--- src/rtl/eca_pkg.sv ---
// Shared types for the elementary cellular automaton engine: boundary modes and control states.
package eca_pkg;

    typedef enum logic [1:0] {
        BND_WRAP   = 2'b00,
        BND_ZERO   = 2'b01,
        BND_ONE    = 2'b10,
        BND_MIRROR = 2'b11
    } bnd_mode_e;

    typedef enum logic [0:0] {
        ST_PAUSE = 1'b0,
        ST_RUN   = 1'b1
    } eca_state_e;

endpackage

--- src/rtl/eca_next_gen.sv ---
// Combinational next-generation function: applies an 8-bit Wolfram rule to every cell,
// resolving the out-of-range edge neighbours according to the boundary mode.
module eca_next_gen
    import eca_pkg::*;
#(
    parameter int unsigned WIDTH = 16
) (
    input  logic [7:0]       rule_i,
    input  logic [1:0]       mode_i,
    input  logic [WIDTH-1:0] cur_i,
    output logic [WIDTH-1:0] next_o
);

    logic edge_l; // stands in for cur[WIDTH]
    logic edge_r; // stands in for cur[-1]

    always_comb begin
        edge_l = 1'b0;
        edge_r = 1'b0;
        unique case (bnd_mode_e'(mode_i))
            BND_WRAP: begin
                edge_l = cur_i[0];
                edge_r = cur_i[WIDTH-1];
            end
            BND_ZERO: begin
                edge_l = 1'b0;
                edge_r = 1'b0;
            end
            BND_ONE: begin
                edge_l = 1'b1;
                edge_r = 1'b1;
            end
            BND_MIRROR: begin
                edge_l = cur_i[WIDTH-1];
                edge_r = cur_i[0];
            end
            default: ;
        endcase
    end

    for (genvar i = 0; i < WIDTH; i++) begin : g_cell
        logic lft;
        logic rgt;
        if (i == WIDTH - 1) begin : g_ledge
            assign lft = edge_l;
        end else begin : g_lin
            assign lft = cur_i[i+1];
        end
        if (i == 0) begin : g_redge
            assign rgt = edge_r;
        end else begin : g_rin
            assign rgt = cur_i[i-1];
        end
        assign next_o[i] = rule_i[{lft, cur_i[i], rgt}];
    end

endmodule

--- src/rtl/eca_engine.sv ---
// Elementary cellular automaton engine with prescaled free-run, single-step and seed loading.
// Optional ECA_HALT_ON_STABLE_EN: free-run parks in pause when a fixed point is reached.
module eca_engine
    import eca_pkg::*;
#(
    parameter int unsigned WIDTH = 16,
    parameter int unsigned DIV_W = 8,
    parameter int unsigned GEN_W = 16
) (
    input  logic             clk,
    input  logic             rst,
    input  logic [7:0]       rule_i,
    input  logic [1:0]       mode_i,
    input  logic [DIV_W-1:0] period_i,
    input  logic             run_i,
    input  logic             step_i,
    input  logic             load_valid_i,
    input  logic [WIDTH-1:0] load_data_i,
    output logic             load_ready_o,
    output logic [WIDTH-1:0] cur_o,
    output logic [GEN_W-1:0] gen_count_o,
    output logic             tick_o,
    output logic             stable_o
);

    localparam logic [GEN_W-1:0] GenOne = GEN_W'(1);
    localparam logic [DIV_W-1:0] PreOne = DIV_W'(1);

    eca_state_e       state_q, state_d;
    logic [DIV_W-1:0] pre_q, pre_d;
    logic [WIDTH-1:0] cur_q, cur_d;
    logic [GEN_W-1:0] gen_q, gen_d;
    logic             tick_q, tick_d;
    logic [WIDTH-1:0] next_gen;
    logic             load_fire;

    eca_next_gen #(
        .WIDTH (WIDTH)
    ) u_next_gen (
        .rule_i (rule_i),
        .mode_i (mode_i),
        .cur_i  (cur_q),
        .next_o (next_gen)
    );

    assign stable_o     = (next_gen == cur_q);
    assign load_ready_o = (state_q == ST_PAUSE);
    assign load_fire    = load_valid_i & load_ready_o;
    assign cur_o        = cur_q;
    assign gen_count_o  = gen_q;
    assign tick_o       = tick_q;

`ifdef ECA_HALT_ON_STABLE_EN
    // Set when free-run parks on a fixed point; re-arms on run low or a fresh load.
    logic halt_q, halt_d;
`endif

    always_comb begin
        state_d = state_q;
        pre_d   = pre_q;
        cur_d   = cur_q;
        gen_d   = gen_q;
        tick_d  = 1'b0;
`ifdef ECA_HALT_ON_STABLE_EN
        halt_d  = halt_q;
        if (!run_i || load_fire) begin
            halt_d = 1'b0;
        end
`endif
        unique case (state_q)
            ST_PAUSE: begin
                if (load_fire) begin
                    cur_d = load_data_i;
                    gen_d = '0;
                    pre_d = '0;
                end else if (step_i) begin
                    cur_d  = next_gen;
                    gen_d  = gen_q + GenOne;
                    tick_d = 1'b1;
                end
`ifdef ECA_HALT_ON_STABLE_EN
                if (run_i && (!halt_q || load_fire)) begin
`else
                if (run_i) begin
`endif
                    state_d = ST_RUN;
                    pre_d   = '0;
                end
            end
            ST_RUN: begin
                if (!run_i) begin
                    state_d = ST_PAUSE;
                end else if (pre_q == period_i) begin
                    pre_d = '0;
`ifdef ECA_HALT_ON_STABLE_EN
                    if (stable_o) begin
                        state_d = ST_PAUSE;
                        halt_d  = 1'b1;
                    end else begin
                        cur_d  = next_gen;
                        gen_d  = gen_q + GenOne;
                        tick_d = 1'b1;
                    end
`else
                    cur_d  = next_gen;
                    gen_d  = gen_q + GenOne;
                    tick_d = 1'b1;
`endif
                end else begin
                    pre_d = pre_q + PreOne;
                end
            end
            default: state_d = ST_PAUSE;
        endcase
    end

    always_ff @(posedge clk or posedge rst) begin
        if (rst) begin
            state_q <= ST_PAUSE;
            pre_q   <= '0;
            cur_q   <= '0;
            gen_q   <= '0;
            tick_q  <= 1'b0;
        end else begin
            state_q <= state_d;
            pre_q   <= pre_d;
            cur_q   <= cur_d;
            gen_q   <= gen_d;
            tick_q  <= tick_d;
        end
    end

`ifdef ECA_HALT_ON_STABLE_EN
    always_ff @(posedge clk or posedge rst) begin
        if (rst) begin
            halt_q <= 1'b0;
        end else begin
            halt_q <= halt_d;
        end
    end
`endif

endmodule

--- config.mk ---
export PLATFORM = sky130hd
export DESIGN_NAME = eca_engine
export DESIGN_NICKNAME = d
export VERILOG_FILES = /design/src/rtl/eca_pkg.sv /design/src/rtl/eca_next_gen.sv /design/src/rtl/eca_engine.sv
export SDC_FILE = /design/constraint.sdc
export NUM_CORES = 1
export LEC_CHECK = 0
export CORE_ASPECT_RATIO = 1.75
export CORE_UTILIZATION = 30
export DETAILED_ROUTE_END_ITERATION = 6
export PLACE_DENSITY_LB_ADDON = 0.08
export SLEW_MARGIN = 20
export SYNTH_ARGS = -nofsm -noshare
export SYNTH_HDL_FRONTEND = slang
export SYNTH_SLANG_ARGS = --single-unit
--- constraint.sdc ---
create_clock -name clk -period 2.14 [get_ports clk]
set_input_delay 0.321 -clock clk [delete_from_list [all_inputs] [get_ports clk]]
set_output_delay 0.321 -clock clk [all_outputs]
set_load 0.02 [all_outputs]
[Word-level counts from Yosys, hierarchy flattened]
Cells that the tools add are included.
Word-level totals
  register bits: 42
  bits of input ports: 39
  output and inout bits: 35
  logic and storage cells: 92
Operators by class
  $add $sub $neg: 2
  $lt $le $gt $ge: 16
  equal/unequal tests: 9
  multiplexer cells: 55
  bitwise operators: 2
  reduce and logical (&&, ||, !) cells: 3
Operators by type and width (count)
  2-to-1 mux 16 bit: 8
  < comparator 3 x 4 -> 1 bit, second input constant: 16
  one-hot mux 16 bit (2 select lines): 2
  binary-select mux 1 bit (select 3 bit): 16
  2-to-1 mux 8 bit: 4
  2-to-1 mux 1 bit: 21
  adder 16 x 1 -> 16 bit, second input constant: 1
  == test 16 bit: 1
  one-hot mux 8 bit (2 select lines): 1
  adder 8 x 1 -> 8 bit, second input constant: 1
  == test 8 bit: 1
  one-hot mux 1 bit (4 select lines): 2
  != test 3 x 2 -> 1 bit, second input constant: 2
  == test 2 bit, second input constant: 2
  AND reduction 3 bit: 1
  == test 2 x 1 -> 1 bit, second input constant: 1
  zero test 2 bit: 1
  != test 2 x 1 -> 1 bit, second input constant: 1
  != test 2 bit, second input constant: 1
  one-hot mux 1 bit (2 select lines): 1
  AND reduction 2 bit: 1
  bitwise AND 1 bit: 1
  NOT 1 bit: 1

[Longest topological paths before layout]
  word-level depth: 7
  mapped depth: 8

[Cells and area by module]
Synthesis repeated with hierarchy kept, for this count alone.
Second synthesis, totals
  cells, all modules: 312
  area, all modules: 3530.9 sq um
Modules (own cells, without submodules)
  eca_engine: instances 1, cells each 248, area each 2407.3 sq um, seq. area each 1051.0 sq um
  eca_next_gen: instances 1, cells each 64, area each 1123.6 sq um, seq. area each 0.0 sq um

[Least setup slack after synthesis]
No wires, ideal clock.
  path kind: reg2out
  from: reg cur_q[4], in the netlist cur_o[4]
  to: out stable_o
  arrival time: 2.136 ns
  data required time: 1.819 ns
  slack: -0.317 ns
  cell stages (with the launch flop): 7
  cells stage by stage: dfrtp_1 -> buf_6 -> mux2_1 -> mux4_2 -> a2111o_1 -> nor3_1 -> and4_1
On the way
  cells in the longest elaborated chain, start to end: 3
  elaborated cells between the ends (all ways): 7
Ends and longest elaborated chain
  from (decl): RTL line eca_engine.sv:31  | logic [WIDTH-1:0] cur_q, cur_d;
  from (signal assigned): RTL line eca_engine.sv:127  | cur_q <= cur_d;
  binary-select mux 1 bit (select 3 bit): RTL line eca_next_gen.sv:54  | assign next_o[i] = rule_i[{lft, cur_i[i], rgt}];
  2-to-1 mux 1 bit (not written as such): RTL line eca_next_gen.sv:54
  == test 16 bit *: RTL line eca_engine.sv:46  | assign stable_o = (next_gen == cur_q);
  to (decl): RTL line eca_engine.sv:23  | output logic stable_o
Mark *: on every way between the ends. The rest lies on a longest branch, timed or not. The select of a mux whose other input is x is not followed.

[Final worst setup path]
  from: reg cur_q[7], in the netlist cur_o[7]
  to: out stable_o
The elaborated chain is that of the path after synthesis.

==> results.yml <==
outcome:
  status: "finished, violations left"
  violations: "negative setup slack"
critical_path:
  path_class: "register to primary output"
  crit_path_max_incr_delay_ps: 500
  cp_max_fo: 5
  end_kind: "primary output"
  worst-endpoint-arrival_ps: 2360
  required_ps: 1820
  slowest_stage: "mux4_2"
  start_kind: "register"
  worstPathCellList: "mux2_4, mux4_2, a211o_1, nor3_2, and4_4, buf_6"
floorplanning:
  rows: 54
  die_area_um2: 13500
  io_pins: 74
  start_util_pct: 31.0
  die_y_um: 153
  die_x_um: 88.2
  core-area_um2: 12600
clock_network:
  cts_tree: "yes"
  root_buffer: "clkbuf_16"
  cts_sinks: 42
  clockBufferDepth: 2
  htreeDepth: 2
  clk_latency_ps: 290
  cts_buffers: 5
  path_clk_slew_ps: 70
  ctsHoldBuffers: 0
layout:
  fin_cells: 755
  fillers: 1286
  antenna_cells: 0
  area_growth_pct: 48.6
  nets: 627
  layout-drive-gt1-share_pct: 31.0
timing:
  setup_viol: 1
  max_freq_mhz: 373
  worst_slew_pin_slew_ps: 541
  rsz0062_at_grt: "yes"
  slew_violations: 0
  final-hold-violation-count: 0
  min_period_over_period_pct: 125
  slew_headroom_pct: 63.7
  worst_clock_skew_ps: 8.34
  period_minus_slack_ps: 2680
  worst_slack_ps: -540
yosys:
  synth_top_flop_cell: "dfrtp_1"
  ys_warn_count: 0
  synth.area.mux_share_pct: 30.9
  synthCells: 429
  seq_area_frac_synth_pct: 26.9
  synth_fp_nets: 470
  synth_edf_count: 0
  synth_top_cell_by_area: "dfrtp_1"
  synth_compound_area_share_pct: 14.3
  synth_xor_xnor_area_share_pct: 3.59
  ys_ff_latch: 42
  synthArstFlopShare_pct: 100
  mappedNetlistArea_um2: 3900
  synthAdderAreaFrac_pct: 0.641
  synth_top_family_by_area: "multiplexers"
  synth_cell_types: 51
  yosys.area_share.simple_pct: 16.4
  synth_common_cells: "mux2i_1, nand2_1, nor2_1, dfrtp_1, o21ai_0"
  synth_top_area_share_pct: 26.9
  synth.top_cells.by_area: "dfrtp_1, mux2i_1, mux4_2, nand2_1, o21ai_0"
  synth.most_common_cell: "mux2i_1"
  synth.avg_cell_area_um2: 9.09
route:
  vias_per_cell: 5.17
  final_antenna_net_count: 0
  wl_per_cell_um: 16.9
  drcViolationCount: 0
  first_iter_violations: 92
  vias: 3900
  wirelength_um: 12800
  dr.pass1.iters: 4
grt:
  grt-ovfl-total: 0
  grt_start_max_net_pins: 34
  grt_pass1_wl_um: 20600
  grt_pass1_vias: 4049
  grt_usage_pct: 19.8
  antenna_found_initial: 0
place:
  dp.cells: 734
  port_buffers: 73
  gp_congestion: 0.831
  dp_hpwl_um: 9640
pwr:
  finalPower_mw: 5.23
  p_leak_nw: 2.51
  vdd_drop_max_uv: 505
  powerDensity_nw_per_um2: 902
flow_run:
  drv_cap: 0
min_path:
  hold_path.class: "input port to asynchronous set/reset pin"
[kinds of logic after synthesis]
kind of cell,count (synthesis)
fa+ha+maj,2
xor+xnor,16
buf+inv,50
compound gates,91
mux,90
simple gates,138
flops,42
[path summary, 6_finish.rpt]
kind / from / end / slack (ps) / cells past startpoint
min in group clk: pre_q[7]$_DFFE_PP0P_ / pre_q[7]$_DFFE_PP0P_ / 510 / 1
hold / removal: rst / cur_o[8]$_DFFE_PP0P_ / 310 / 2
setup reg to reg: pre_q[0]$_DFFE_PP0P_ / gen_count_o[15]$_DFFE_PP0P_ / 180 / 7
setup / recovery: cur_o[7]$_DFFE_PP0P_ / stable_o / -540 / 6
max in group asynchronous: rst / cur_o[4]$_DFFE_PP0P_ / 1290 / 3
hold reg to reg: pre_q[7]$_DFFE_PP0P_ / pre_q[7]$_DFFE_PP0P_ / 510 / 1
[layout by cell type, fill, tap and decap left out, types with 7 or more instances in the layout]
master	instances
buf_4	109
clkdlybuf4s50_1	64
mux2i_1	55
nand2_1	48
nor2_1	42
dfrtp_1	36
o21ai_0	33
mux4_2	22
a21oi_1	22
xnor2_1	14
mux2_2	8
nand3_1	7
nand2b_1	7
dlygate4sd2_1	7
[stage by stage]
stage               instance area (µm²)  worst slack [ps]  setup TNS (ps)  util [%]  hold WS, ps
detailed placement                 5470             -1240           -3020      43.5          502
finish                             5800              -540            -540      46.1          313
CTS                                5760              -654            -654      45.8          320
global placement                   5470             -1230           -2760      43.5          498
global route                       5800              -603            -603      46.1          335
floorplan                          3920              -182            -182         -          352
[final cells by class]
| cell class | instances | area [µm²] | area share, % |
|---|---|---|---|
| well taps | 168 | 210 | 3.63 |
| repair buffers | 193 | 1720 | 29.7 |
| multi-input cells | 337 | 2610 | 45.1 |
| clock buffers | 6 | 129 | 2.22 |
| inverters | 7 | 26.3 | 0.453 |
| flip-flops and latches | 42 | 1060 | 18.3 |
| clock inverters | 2 | 37.5 | 0.648 |
[flip-flops by register name, indices dropped and copies added (netlist names)]
signal and count:
cur_o 16, gen_count_o 16, pre_q 8, state_q 1, tick_o 1
[critical path: cells and delay by family, from the launching register on]
family / cells / cell delay [ps]
flip-flops: 1 / 460
buffers and inverters: 1 / 120
AND/OR/NAND/NOR: 2 / 420
AO/OA/AOI/OAI: 1 / 260
multiplexers: 2 / 820
[repair_timing]
item,4_1_cts,5_1_grt
setup buffers,11,2
endpoints found under the setup margin,1,2
pin swaps,3,5
gates resized for setup,22,9
[report_power, final]
part / total [mW] / internal, mW / switching (mW)
Clock: 0.911 / 0.553 / 0.359
Sequential: 1.22 / 0.932 / 0.288
Combinational: 3.09 / 1.76 / 1.33
Total: 5.23 / 3.25 / 1.98
[layer usage]
layer | share of wire, % | global-route usage (%)
met2 | 55 | 37.1
met4 | 2.3 | 6.84
met5 | 0 | 0
met1 | 39 | 22.0
met3 | 3.0 | 2.48
(Power assumes the default switching activity.)
